## src/rtl/exe_stage_pkg.sv

```systemverilog
// Shared constants for the execute stage: command encodings and NZCV bit positions.
package exe_stage_pkg;

  localparam logic [3:0] EXE_NOP = 4'b0000;
  localparam logic [3:0] EXE_MOV = 4'b0001;
  localparam logic [3:0] EXE_ADD = 4'b0010;
  localparam logic [3:0] EXE_ADC = 4'b0011;
  localparam logic [3:0] EXE_SUB = 4'b0100;
  localparam logic [3:0] EXE_SBC = 4'b0101;
  localparam logic [3:0] EXE_AND = 4'b0110;
  localparam logic [3:0] EXE_ORR = 4'b0111;
  localparam logic [3:0] EXE_EOR = 4'b1000;
  localparam logic [3:0] EXE_MVN = 4'b1001;

  localparam int ST_N = 3;
  localparam int ST_Z = 2;
  localparam int ST_C = 1;
  localparam int ST_V = 0;

endpackage

```

## src/rtl/exe_stage_alu.sv

```systemverilog
// Combinational execute ALU: computes the result and the next NZCV value.
// Subtraction is A + ~B + carry_in, so C reads as "no borrow".
module exe_alu
  import exe_stage_pkg::*;
#(
  parameter int WIDTH = 32
) (
  input  logic [3:0]       cmd,
  input  logic [WIDTH-1:0] a,
  input  logic [WIDTH-1:0] b,
  input  logic             c_in,
  input  logic             v_in,
  output logic [WIDTH-1:0] result,
  output logic [3:0]       nzcv_next
);

  logic             is_sub_s;
  logic             cin_s;
  logic [WIDTH-1:0] op_b_s;
  logic [WIDTH:0]   sum_s;
  logic             add_v_s;
  logic             sub_v_s;
  logic [WIDTH-1:0] res_s;
  logic             c_s;
  logic             v_s;

  assign is_sub_s = (cmd == EXE_SUB) || (cmd == EXE_SBC);
  assign op_b_s   = is_sub_s ? ~b : b;
  assign sum_s    = {1'b0, a} + {1'b0, op_b_s} + {{WIDTH{1'b0}}, cin_s};
  assign add_v_s  = (a[WIDTH-1] == b[WIDTH-1]) && (sum_s[WIDTH-1] != a[WIDTH-1]);
  assign sub_v_s  = (a[WIDTH-1] != b[WIDTH-1]) && (sum_s[WIDTH-1] != a[WIDTH-1]);

  // Carry-in selection for the shared adder
  always_comb begin
    cin_s = 1'b0;
    case (cmd)
      EXE_ADC: cin_s = c_in;
      EXE_SBC: cin_s = c_in;
      EXE_SUB: cin_s = 1'b1;
      default: cin_s = 1'b0;
    endcase
  end

  // Result and C/V selection; logical ops keep the incoming C and V
  always_comb begin
    res_s = {WIDTH{1'b0}};
    c_s   = c_in;
    v_s   = v_in;
    case (cmd)
      EXE_ADD, EXE_ADC: begin
        res_s = sum_s[WIDTH-1:0];
        c_s   = sum_s[WIDTH];
        v_s   = add_v_s;
      end
      EXE_SUB, EXE_SBC: begin
        res_s = sum_s[WIDTH-1:0];
        c_s   = sum_s[WIDTH];
        v_s   = sub_v_s;
      end
      EXE_MOV: res_s = b;
      EXE_MVN: res_s = ~b;
      EXE_AND: res_s = a & b;
      EXE_ORR: res_s = a | b;
      EXE_EOR: res_s = a ^ b;
      EXE_NOP: res_s = {WIDTH{1'b0}};
      default: res_s = {WIDTH{1'b0}};
    endcase
  end

  assign result    = res_s;
  assign nzcv_next = {res_s[WIDTH-1], (res_s == {WIDTH{1'b0}}), c_s, v_s};

endmodule

```

## src/rtl/exe_stage.sv

```systemverilog
// Execute stage: ID/EX register, ALU, NZCV status register, branch resolution
// and EX/MEM register. Bubbles never touch status or assert memory/writeback.
module exe_stage
  import exe_stage_pkg::*;
#(
  parameter int WIDTH  = 32,
  parameter int REG_AW = 4
) (
  input  logic              clk,
  input  logic              rst,
  input  logic              hold,
  input  logic              flush,
  input  logic              in_valid,
  input  logic [3:0]        exe_cmd,
  input  logic              mem_r_en,
  input  logic              mem_w_en,
  input  logic              wb_en,
  input  logic              b,
  input  logic              s,
  input  logic [WIDTH-1:0]  val_rn,
  input  logic [WIDTH-1:0]  val2,
  input  logic [WIDTH-1:0]  val_rm,
  input  logic [REG_AW-1:0] dest,
  input  logic [WIDTH-1:0]  pc,
  input  logic [23:0]       imm24,
  output logic              br_taken,
  output logic [WIDTH-1:0]  br_addr,
  output logic              out_valid,
  output logic [WIDTH-1:0]  alu_res,
  output logic [WIDTH-1:0]  st_val,
  output logic [REG_AW-1:0] dest_o,
  output logic              mem_r_en_o,
  output logic              mem_w_en_o,
  output logic              wb_en_o,
  output logic [3:0]        status
);

  // ID/EX fields
  logic              valid_r;
  logic [3:0]        cmd_r;
  logic              mem_r_r;
  logic              mem_w_r;
  logic              wb_r;
  logic              b_r;
  logic              s_r;
  logic [WIDTH-1:0]  rn_r;
  logic [WIDTH-1:0]  val2_r;
  logic [WIDTH-1:0]  rm_r;
  logic [REG_AW-1:0] dest_r;
  logic [WIDTH-1:0]  pc_r;
  logic [23:0]       imm_r;

  // EX/MEM fields and status
  logic              out_valid_r;
  logic [WIDTH-1:0]  alu_res_r;
  logic [WIDTH-1:0]  st_val_r;
  logic [REG_AW-1:0] dest_o_r;
  logic              mem_r_o_r;
  logic              mem_w_o_r;
  logic              wb_o_r;
  logic [3:0]        status_r;

  logic [WIDTH-1:0]  alu_out_s;
  logic [3:0]        nzcv_s;
  logic [WIDTH-1:0]  br_off_s;
  logic              ctl_ok_s;

  exe_alu #(.WIDTH(WIDTH)) u_alu (
    .cmd       (cmd_r),
    .a         (rn_r),
    .b         (val2_r),
    .c_in      (status_r[ST_C]),
    .v_in      (status_r[ST_V]),
    .result    (alu_out_s),
    .nzcv_next (nzcv_s)
  );

  // Branch target: word offset from the sign-extended 24-bit immediate
  assign br_off_s = {{(WIDTH-26){imm_r[23]}}, imm_r, 2'b00};
  assign br_addr  = pc_r + br_off_s;
  assign br_taken = valid_r & b_r & ~hold;

  // Memory/writeback enables only pass for real, non-branch instructions
  assign ctl_ok_s = valid_r & ~b_r;

  // ID/EX register: flush beats hold, hold beats load
  always_ff @(posedge clk or negedge rst) begin
    if (!rst) begin
      valid_r <= 1'b0;
      cmd_r   <= 4'b0000;
      mem_r_r <= 1'b0;
      mem_w_r <= 1'b0;
      wb_r    <= 1'b0;
      b_r     <= 1'b0;
      s_r     <= 1'b0;
      rn_r    <= {WIDTH{1'b0}};
      val2_r  <= {WIDTH{1'b0}};
      rm_r    <= {WIDTH{1'b0}};
      dest_r  <= {REG_AW{1'b0}};
      pc_r    <= {WIDTH{1'b0}};
      imm_r   <= 24'h000000;
    end else if (flush) begin
      valid_r <= 1'b0;
    end else if (hold) begin
      valid_r <= valid_r;
    end else begin
      valid_r <= in_valid;
      cmd_r   <= exe_cmd;
      mem_r_r <= mem_r_en;
      mem_w_r <= mem_w_en;
      wb_r    <= wb_en;
      b_r     <= b;
      s_r     <= s;
      rn_r    <= val_rn;
      val2_r  <= val2;
      rm_r    <= val_rm;
      dest_r  <= dest;
      pc_r    <= pc;
      imm_r   <= imm24;
    end
  end

  // EX/MEM register: captures the executed instruction unless frozen
  always_ff @(posedge clk or negedge rst) begin
    if (!rst) begin
      out_valid_r <= 1'b0;
      alu_res_r   <= {WIDTH{1'b0}};
      st_val_r    <= {WIDTH{1'b0}};
      dest_o_r    <= {REG_AW{1'b0}};
      mem_r_o_r   <= 1'b0;
      mem_w_o_r   <= 1'b0;
      wb_o_r      <= 1'b0;
    end else if (!hold) begin
      out_valid_r <= valid_r;
      alu_res_r   <= alu_out_s;
      st_val_r    <= rm_r;
      dest_o_r    <= dest_r;
      mem_r_o_r   <= mem_r_r & ctl_ok_s;
      mem_w_o_r   <= mem_w_r & ctl_ok_s;
      wb_o_r      <= wb_r & ctl_ok_s;
    end
  end

  // NZCV status: updated only by a valid, flag-setting instruction leaving EX
  always_ff @(posedge clk or negedge rst) begin
    if (!rst) begin
      status_r <= 4'b0000;
    end else if (valid_r && s_r && !hold) begin
      status_r <= nzcv_s;
    end
  end

  assign out_valid  = out_valid_r;
  assign alu_res    = alu_res_r;
  assign st_val     = st_val_r;
  assign dest_o     = dest_o_r;
  assign mem_r_en_o = mem_r_o_r;
  assign mem_w_en_o = mem_w_o_r;
  assign wb_en_o    = wb_o_r;
  assign status     = status_r;

endmodule

```

## config.mk

```make
export PLATFORM = sky130hd
export DESIGN_NAME = exe_stage
export DESIGN_NICKNAME = d
export VERILOG_FILES = /design/src/rtl/exe_stage_pkg.sv /design/src/rtl/exe_stage_alu.sv /design/src/rtl/exe_stage.sv
export SDC_FILE = /design/constraint.sdc
export NUM_CORES = 1
export LEC_CHECK = 0
export ABC_CLOCK_PERIOD_IN_PS = 5400
export CAP_MARGIN = 20
export CORE_AREA = 2 2 253 130
export CTS_BUF_LIST = sky130_fd_sc_hd__clkbuf_16
export DETAILED_ROUTE_END_ITERATION = 10
export DIE_AREA = 0 0 255 132
export PLACE_DENSITY = 0.77
export SLEW_MARGIN = 20
export SYNTH_ARGS = -nofsm -noshare
export SYNTH_HDL_FRONTEND = slang
export SYNTH_SLANG_ARGS = --single-unit
```

## constraint.sdc

```tcl
create_clock -name clk -period 5.4 [get_ports clk]
set_input_delay 1.08 -clock clk [delete_from_list [all_inputs] [get_ports clk]]
set_output_delay 1.08 -clock clk [all_outputs]
set_load 0.005 [all_outputs]
```

Word-level counts from Yosys, hierarchy flattened
Index checks and enable logic that the tools add are counted.
{ "word_totals": {"reg_bits": 242, "latchBits": 0, "mem_bits_rw": 0, "romBits": 0, "out_inout_bits": 109, "word_cells": 73, "mem_count": 0} }
{ "classes": {"addsub": 3, "n_mul": 0, "n_div": 0, "n_lt_le_gt_ge": 0, "n_eq_ne": 13, "n_shift": 0, "n_mux": 6, "bitwise_logic": 13, "n_reduce_logical": 15} }
{ "op_table": {"columns": ["op", "n"], "rows": [
  ["$pmux W32 S6", 1],
  ["$add A32 B32 Y33", 1],
  ["$add A33 B1 Y33", 1],
  ["$add A32 B32 Y32", 1],
  ["$and A32 B32 Y32", 1],
  ["$logic_not A32 Y1", 1],
  ["$mux W32", 1],
  ["$not A32 Y32", 1],
  ["$or A32 B32 Y32", 1],
  ["$xor A32 B32 Y32", 1],
  ["$eq A4 B3 Y1 const B", 4],
  ["$eq A4 B2 Y1 const B", 2],
  ["$eq A4 B4 Y1 const B", 2],
  ["$and A1 B1 Y1", 6],
  ["$reduce_and A2 Y1", 3],
  ["$reduce_or A2 Y1", 3],
  ["$eq A4 B1 Y1 const B", 1],
  ["$logic_and A1 B1 Y1", 4],
  ["$pmux W1 S2", 2],
  ["$reduce_or A4 Y1", 1],
  ["$not A1 Y1", 3],
  ["$mux W1", 2],
  ["$ne A1 B1 Y1", 2],
  ["$ne A2 B1 Y1 const B", 1],
  ["4 further kinds", 4]
]} }

Depth between registers and ports, before layout
{ "logic_depth": {"depth_word": 8, "depth_mapped": 21} }

By module
From an unflattened synthesis, not the netlist that was laid out.
{ "hier_totals": {"cells_unflattened": 1487, "area_unflattened_um2": 15791.4} }
{ "modules_own_cells": {"columns": ["mod", "instances", "cells_per_inst", "area_per_inst_um2", "seq_area_each_um2"], "rows": [
  ["exe_stage", 1, 779, 10772.8, 6055.8],
  ["exe_alu", 1, 708, 5018.6, 0.0]
]} }

Worst setup path before layout
Ideal clock, no wire load.
{ "synth_timing": {"path_type": "flip-flop to flip-flop", "startpoint": "register cmd_r[2]", "endpoint": "register status_r[2], in the netlist status[2]", "setup_ps": 92, "t_arrival_ps": 5047, "required_ps": 5308, "setup_slack_ps": 261, "path_stages_with_launch": 20, "n_path_buf": 5, "period_less_slack_ps": 5139, "cell_sequence": "dfrtp_1 clkbuf_1 xnor2_1 or2_2 clkbuf_1 clkbuf_1 clkbuf_1 clkbuf_1 a21oi_1 fa_1 a211oi_4 o32ai_2 a211oi_4 o21ai_2 and3_1 or3_4 nor4b_2 or4b_1 or4_1 o31ai_2"} }
{ "synth_between": {"elab_chain_cells": 7, "word_cells_on_any_way": 18, "classes_between": "add/sub (2); eq/ne (9); mux (3); reduce/logical (4)"} }
{ "synth_lines": {"columns": ["item", "line", "source"], "rows": [
  ["start, declared", "exe_stage.sv:40", "logic [3:0] cmd_r;"],
  ["start signal, assigned", "exe_stage.sv:108", "cmd_r <= exe_cmd;"],
  ["$eq A4 B3 Y1", "exe_stage_alu.sv:27, exe_stage_alu.sv:36, exe_stage_alu.sv:49", null],
  ["$logic_or A1 B1 Y1", "exe_stage_alu.sv:27", "assign is_sub_s = (cmd == EXE_SUB) || (cmd == EXE_SBC);"],
  ["$mux W32", "exe_stage_alu.sv:28", "assign op_b_s = is_sub_s ? ~b : b;"],
  ["$add A32 B32 Y33", "exe_stage_alu.sv:29", "assign sum_s = {1'b0, a} + {1'b0, op_b_s} + {{WIDTH{1'b0}}, cin_s};"],
  ["$add A33 B1 Y33", "exe_stage_alu.sv:29", null],
  ["$pmux W32 S6 (*)", "exe_stage_alu.sv:49", "case (cmd)"],
  ["$logic_not A32 Y1 (*)", "exe_stage_alu.sv:71", "assign nzcv_next = {res_s[WIDTH-1], (res_s == {WIDTH{1'b0}}), c_s, v_s};"],
  ["end signal, assigned", "exe_stage.sv:149", "status_r <= nzcv_s;"],
  ["end, declared", "exe_stage.sv:61", "logic [3:0] status_r;"]
]} }
Every way passes the cells marked *; elsewhere a longest branch is shown, timed or not.
A chain may end at the register's enable or synchronous reset.

Worst setup path in the final report
{ "layout_timing": {"startpoint": "register pc_r[15]", "endpoint": "output port br_addr[30]"} }
{ "layout_between": {"elab_chain_cells": 1} }
{ "layout_lines": {"columns": ["item", "line", "source"], "rows": [
  ["start, declared", "exe_stage.sv:50", "logic [WIDTH-1:0] pc_r;"],
  ["start signal, assigned", "exe_stage.sv:100", "pc_r <= {WIDTH{1'b0}};"],
  ["start signal, assigned", "exe_stage.sv:118", "pc_r <= pc;"],
  ["$add A32 B32 Y32", "exe_stage.sv:80", "assign br_addr = pc_r + br_off_s;"],
  ["end, declared", "exe_stage.sv:27", "output logic [WIDTH-1:0] br_addr,"]
]} }
No other way between the ends.

==> flow_summary.yaml <==
floorplanning:
  io-pin-count: 279
  floorplan.initialDensity_pct: 47.7
  core_mm2: 0.0314
  die_w_um: 255
  die_h_um: 132
  die_area_mm2: 0.0337
  rows: 46
clock_network:
  cts_root_buf: "clkbuf_16"
  cts_buffers: 24
  clock_sinks: 242
  cts_hold_buffers: 0
  htree_levels: 1
  ctsResizeCount: 0
  cts_buffer_depth: 3
  clock_latency_ns: 0.54
  post_cts_buffers: 0
  clk_pin_slew_ns: 0.06
  cts_tree: "yes"
job:
  maxCapViolCount: 0
yosys:
  synth_edf_count: 0
  async_reset_ff_share_pct: 100
  synth_top_family_by_area: "compound AO/OA/AOI/OAI gates"
  synth-xor-area-share_pct: 4.57
  synth_compound_area_share_pct: 16.7
  syn_nets: 1818
  muxShareOfSynthArea_pct: 11.8
  synth-main-ff-cell: "dfrtp_1"
  synthCells: 1521
  synth_area_mm2: 0.0150
  seq_area_frac_synth_pct: 40.5
  synthAdderAreaFrac_pct: 10.8
  synth_simple_gate_area_share_pct: 11.2
  yosys_warnings: 0
  synth-seq-cells: 242
  syn_area_per_cell_um2: 9.83
  ys_types: 82
detailed_routing:
  vias: 12278
  first_iter_violations: 854
  ant_nets: 0
  drt_pre_antenna_iters: 5
  drc: 0
  viasPerCell: 5.53
  wl_per_cell_um: 18.9
  wl_um: 42000
worst_setup_path:
  crit_path_end_kind: "output pin"
  cp-startpoint: "pc_r[15]"
  r2r_slack_ns: 0.31
  crit_type: "reg2out"
  rr_startpoint: "cmd_r[3]"
  cp_slowest_stage_delay_ns: 0.59
  required_ns: 4.32
  critPathLaunchType: "flip-flop"
  path_cells: "ha_1 -> a211oi_1 -> nor2_1 -> or4_1 -> a41o_1 -> o21a_1 -> o21a_1 -> o21ai_0 -> a21oi_1 -> a211oi_1 -> xnor2_1 -> clkdlybuf4s50_1"
  r2r_cells: 15
  rr_endpoint: "status[2]"
  crit_family: "compound AO/OA/AOI/OAI gates"
  cp_num_cells: 12
  crit_fanout: 5
  slowest_stage: "clkdlybuf4s50_1"
  crit_arrival_ns: 4.12
  crit_buf_inv: 1
  crit_end: "br_addr[30]"
timing:
  hold_violations: 0
  timing.hold.ws_ns: 0.486
  clock_skew_ns: 0.00728
  drv_slew: 0
  rsz0062_at_grt: "false"
  post-route-period-util_pct: 96.2
  setup_tns_ns: 0
  relSlewSlack_pct: 50.1
  setup_viol: 0
  min_period_ns: 5.20
  tightest_slew_ns: 0.746
  fmax_mhz: 192
place:
  routabilityCongestion: 0.927
  portBuffers: 278
  hpwl_um: 30500
run_status:
  status: "finished, final reports clean"
finish:
  syn_to_final_growth_pct: 26.6
  final_util_pct: 60.3
  drive_above_1_share_pct: 13.6
  final_nets: 2067
grt:
  overflow: 0
  grt_max_degree: 104
  grt_pass1_wl_um: 66600
  first_global_vias: 12017
  antenna_found_initial: 2
  grt_usage_pct: 24.8
worst_hold_path:
  min_path_type: "reg2reg"
  hold_depth: 2
pwr:
  power_leakage_nw: 8.03
  irDropWorstVdd_uv: 231
  powerDensity_mw_per_mm2: 374
power breakdown:
group | total (mW) | internal (mW) | switching (mW)
Clock | 1.58 | 0.813 | 0.771
Sequential | 2.38 | 2.14 | 0.240
Combinational | 3.11 | 1.56 | 1.55
Total | 7.08 | 4.52 | 2.56
registers in the layout, summed over array words and instances, names as in the netlist:
register and count:
mem_w_r 1, st_val 32, b_r 1, dest_o 4
mem_w_en_o 1, dest_r 4, s_r 1, valid_r 1
out_valid 1, pc_r 32, mem_r_en_o 1, status 4
wb_r 1, imm_r 24, rn_r 32, rm_r 32
wb_en_o 1, cmd_r 4, mem_r_r 1, val2_r 32
alu_res 32
placed cells by master, fill, tap and decap left out, types with 7 or more instances in the layout:
master	instances
a211oi_1	26
a21o_1	16
a21oi_1	95
a22oi_1	10
and2_1	7
buf_4	25
clkbuf_16	24
clkdlybuf4s50_1	276
dfrtp_1	242
ha_1	124
inv_1	85
mux2_2	153
nand2_1	147
nand2b_1	10
nand3_1	18
nand4_1	10
nor2_1	91
nor2b_1	10
nor3_1	14
nor4_1	7
o2111ai_1	7
o211ai_1	19
o21a_1	12
o21ai_0	121
xnor2_1	61
xor2_1	17
area by class of cell:
cell class                      count  area [um^2]
Antenna cell                        2         5.00
Clock buffer                       24          601
Clock inverter                     17          103
Fill cell                        2655        12400
Inverter                           85          319
Multi-Input combinational cell   1112         8290
Sequential cell                   242         6060
Tap cell                          432          541
Timing Repair Buffer              305         3010
synthesized netlist by cell type (5+ instances only):
library cell / count / area (um^2)
o21ai_0: 121 / 606
o22ai_1: 5 / 31.3
buf_1: 8 / 30.0
a21oi_1: 95 / 475
nand2_1: 147 / 552
clkbuf_1: 62 / 233
buf_4: 6 / 45.0
a22oi_1: 10 / 75.1
inv_1: 84 / 315
a211o_1: 5 / 43.8
xor2_1: 17 / 149
a221o_1: 5 / 50.1
o21bai_1: 6 / 45.0
and2_1: 7 / 43.8
ha_1: 124 / 1550
a221oi_1: 6 / 52.6
o211ai_1: 19 / 143
nor2_1: 93 / 349
xnor2_1: 61 / 534
nand2b_1: 10 / 62.6
a21o_1: 16 / 120
mux2_2: 153 / 1720
nor3_1: 14 / 70.1
o2111ai_1: 7 / 61.3
nor2b_1: 10 / 62.6
nand3_1: 18 / 90.1
or3_1: 5 / 31.3
dfrtp_1: 242 / 6060
nand4_1: 10 / 62.6
nor4_1: 7 / 43.8
a31oi_1: 7 / 43.8
buf_2: 6 / 30.0
a211oi_1: 27 / 203
and3_1: 5 / 31.3
or2_2: 5 / 31.3
o31ai_1: 5 / 37.5
o21a_1: 12 / 90.1
metal layers:
| metal | routed length (um) | track usage, % | part of all wire, % |
|---|---|---|---|
| met3 | 1770 | 3.34 | 4.2 |
| met1 | 18800 | 33.6 | 45 |
| met2 | 20000 | 41.1 | 48 |
| met5 | 0 | 0 | 0 |
| met4 | 1490 | 8.06 | 3.5 |
how the worst min path moves through the flow:
stage               startpoint         end  slack [ns]
finish               status[3]   status[3]        0.49
global route         st_val[4]   st_val[4]        0.51
CTS                  out_valid   out_valid        0.49
detailed placement  alu_res[0]  alu_res[0]        0.47
global placement    alu_res[0]  alu_res[0]        0.46
floorplan            status[0]   status[0]        0.45
worst register-to-register path, cell delays in order, from the launching register on:
cell,delay (ns)
dfrtp_1,0.44
nand2b_1,0.21
nor2_4,0.16
buf_4,0.32
xnor2_1,0.18
ha_1,0.34
a21oi_1,0.28
o21ai_0,0.21
a221oi_1,0.55
nor3_1,0.08
a2111oi_0,0.56
nand3_1,0.20
nor4b_2,0.29
or4b_1,0.47
or4_1,0.53
o31ai_2,0.19
metrics by stage:
stage / std cells / cell area (um^2) / power, mW / setup WS (ns)
floorplan: 1521 / 15000 / 4.16 / 0.261
global placement: 2176 / 18200 / 5.45 / 0.532
detailed placement: 2176 / 18200 / 5.49 / 0.457
CTS: 2217 / 18900 / 7.11 / 0.0742
global route: 2219 / 18900 / 7.52 / 0.0188
finish: 2219 / 18900 / 7.08 / 0.203
logic make-up after synthesis:
kind of cell               count (synthesis)
AOI/OAI and AO/OA                        391
and+or+nand+nor                          359
DFF                                      242
buffers and inverters                    167
muxes                                    157
adders and majority gates                127
xor gates and xnor gates                  78
No activity file was read; power rests on OpenSTA's default activity.
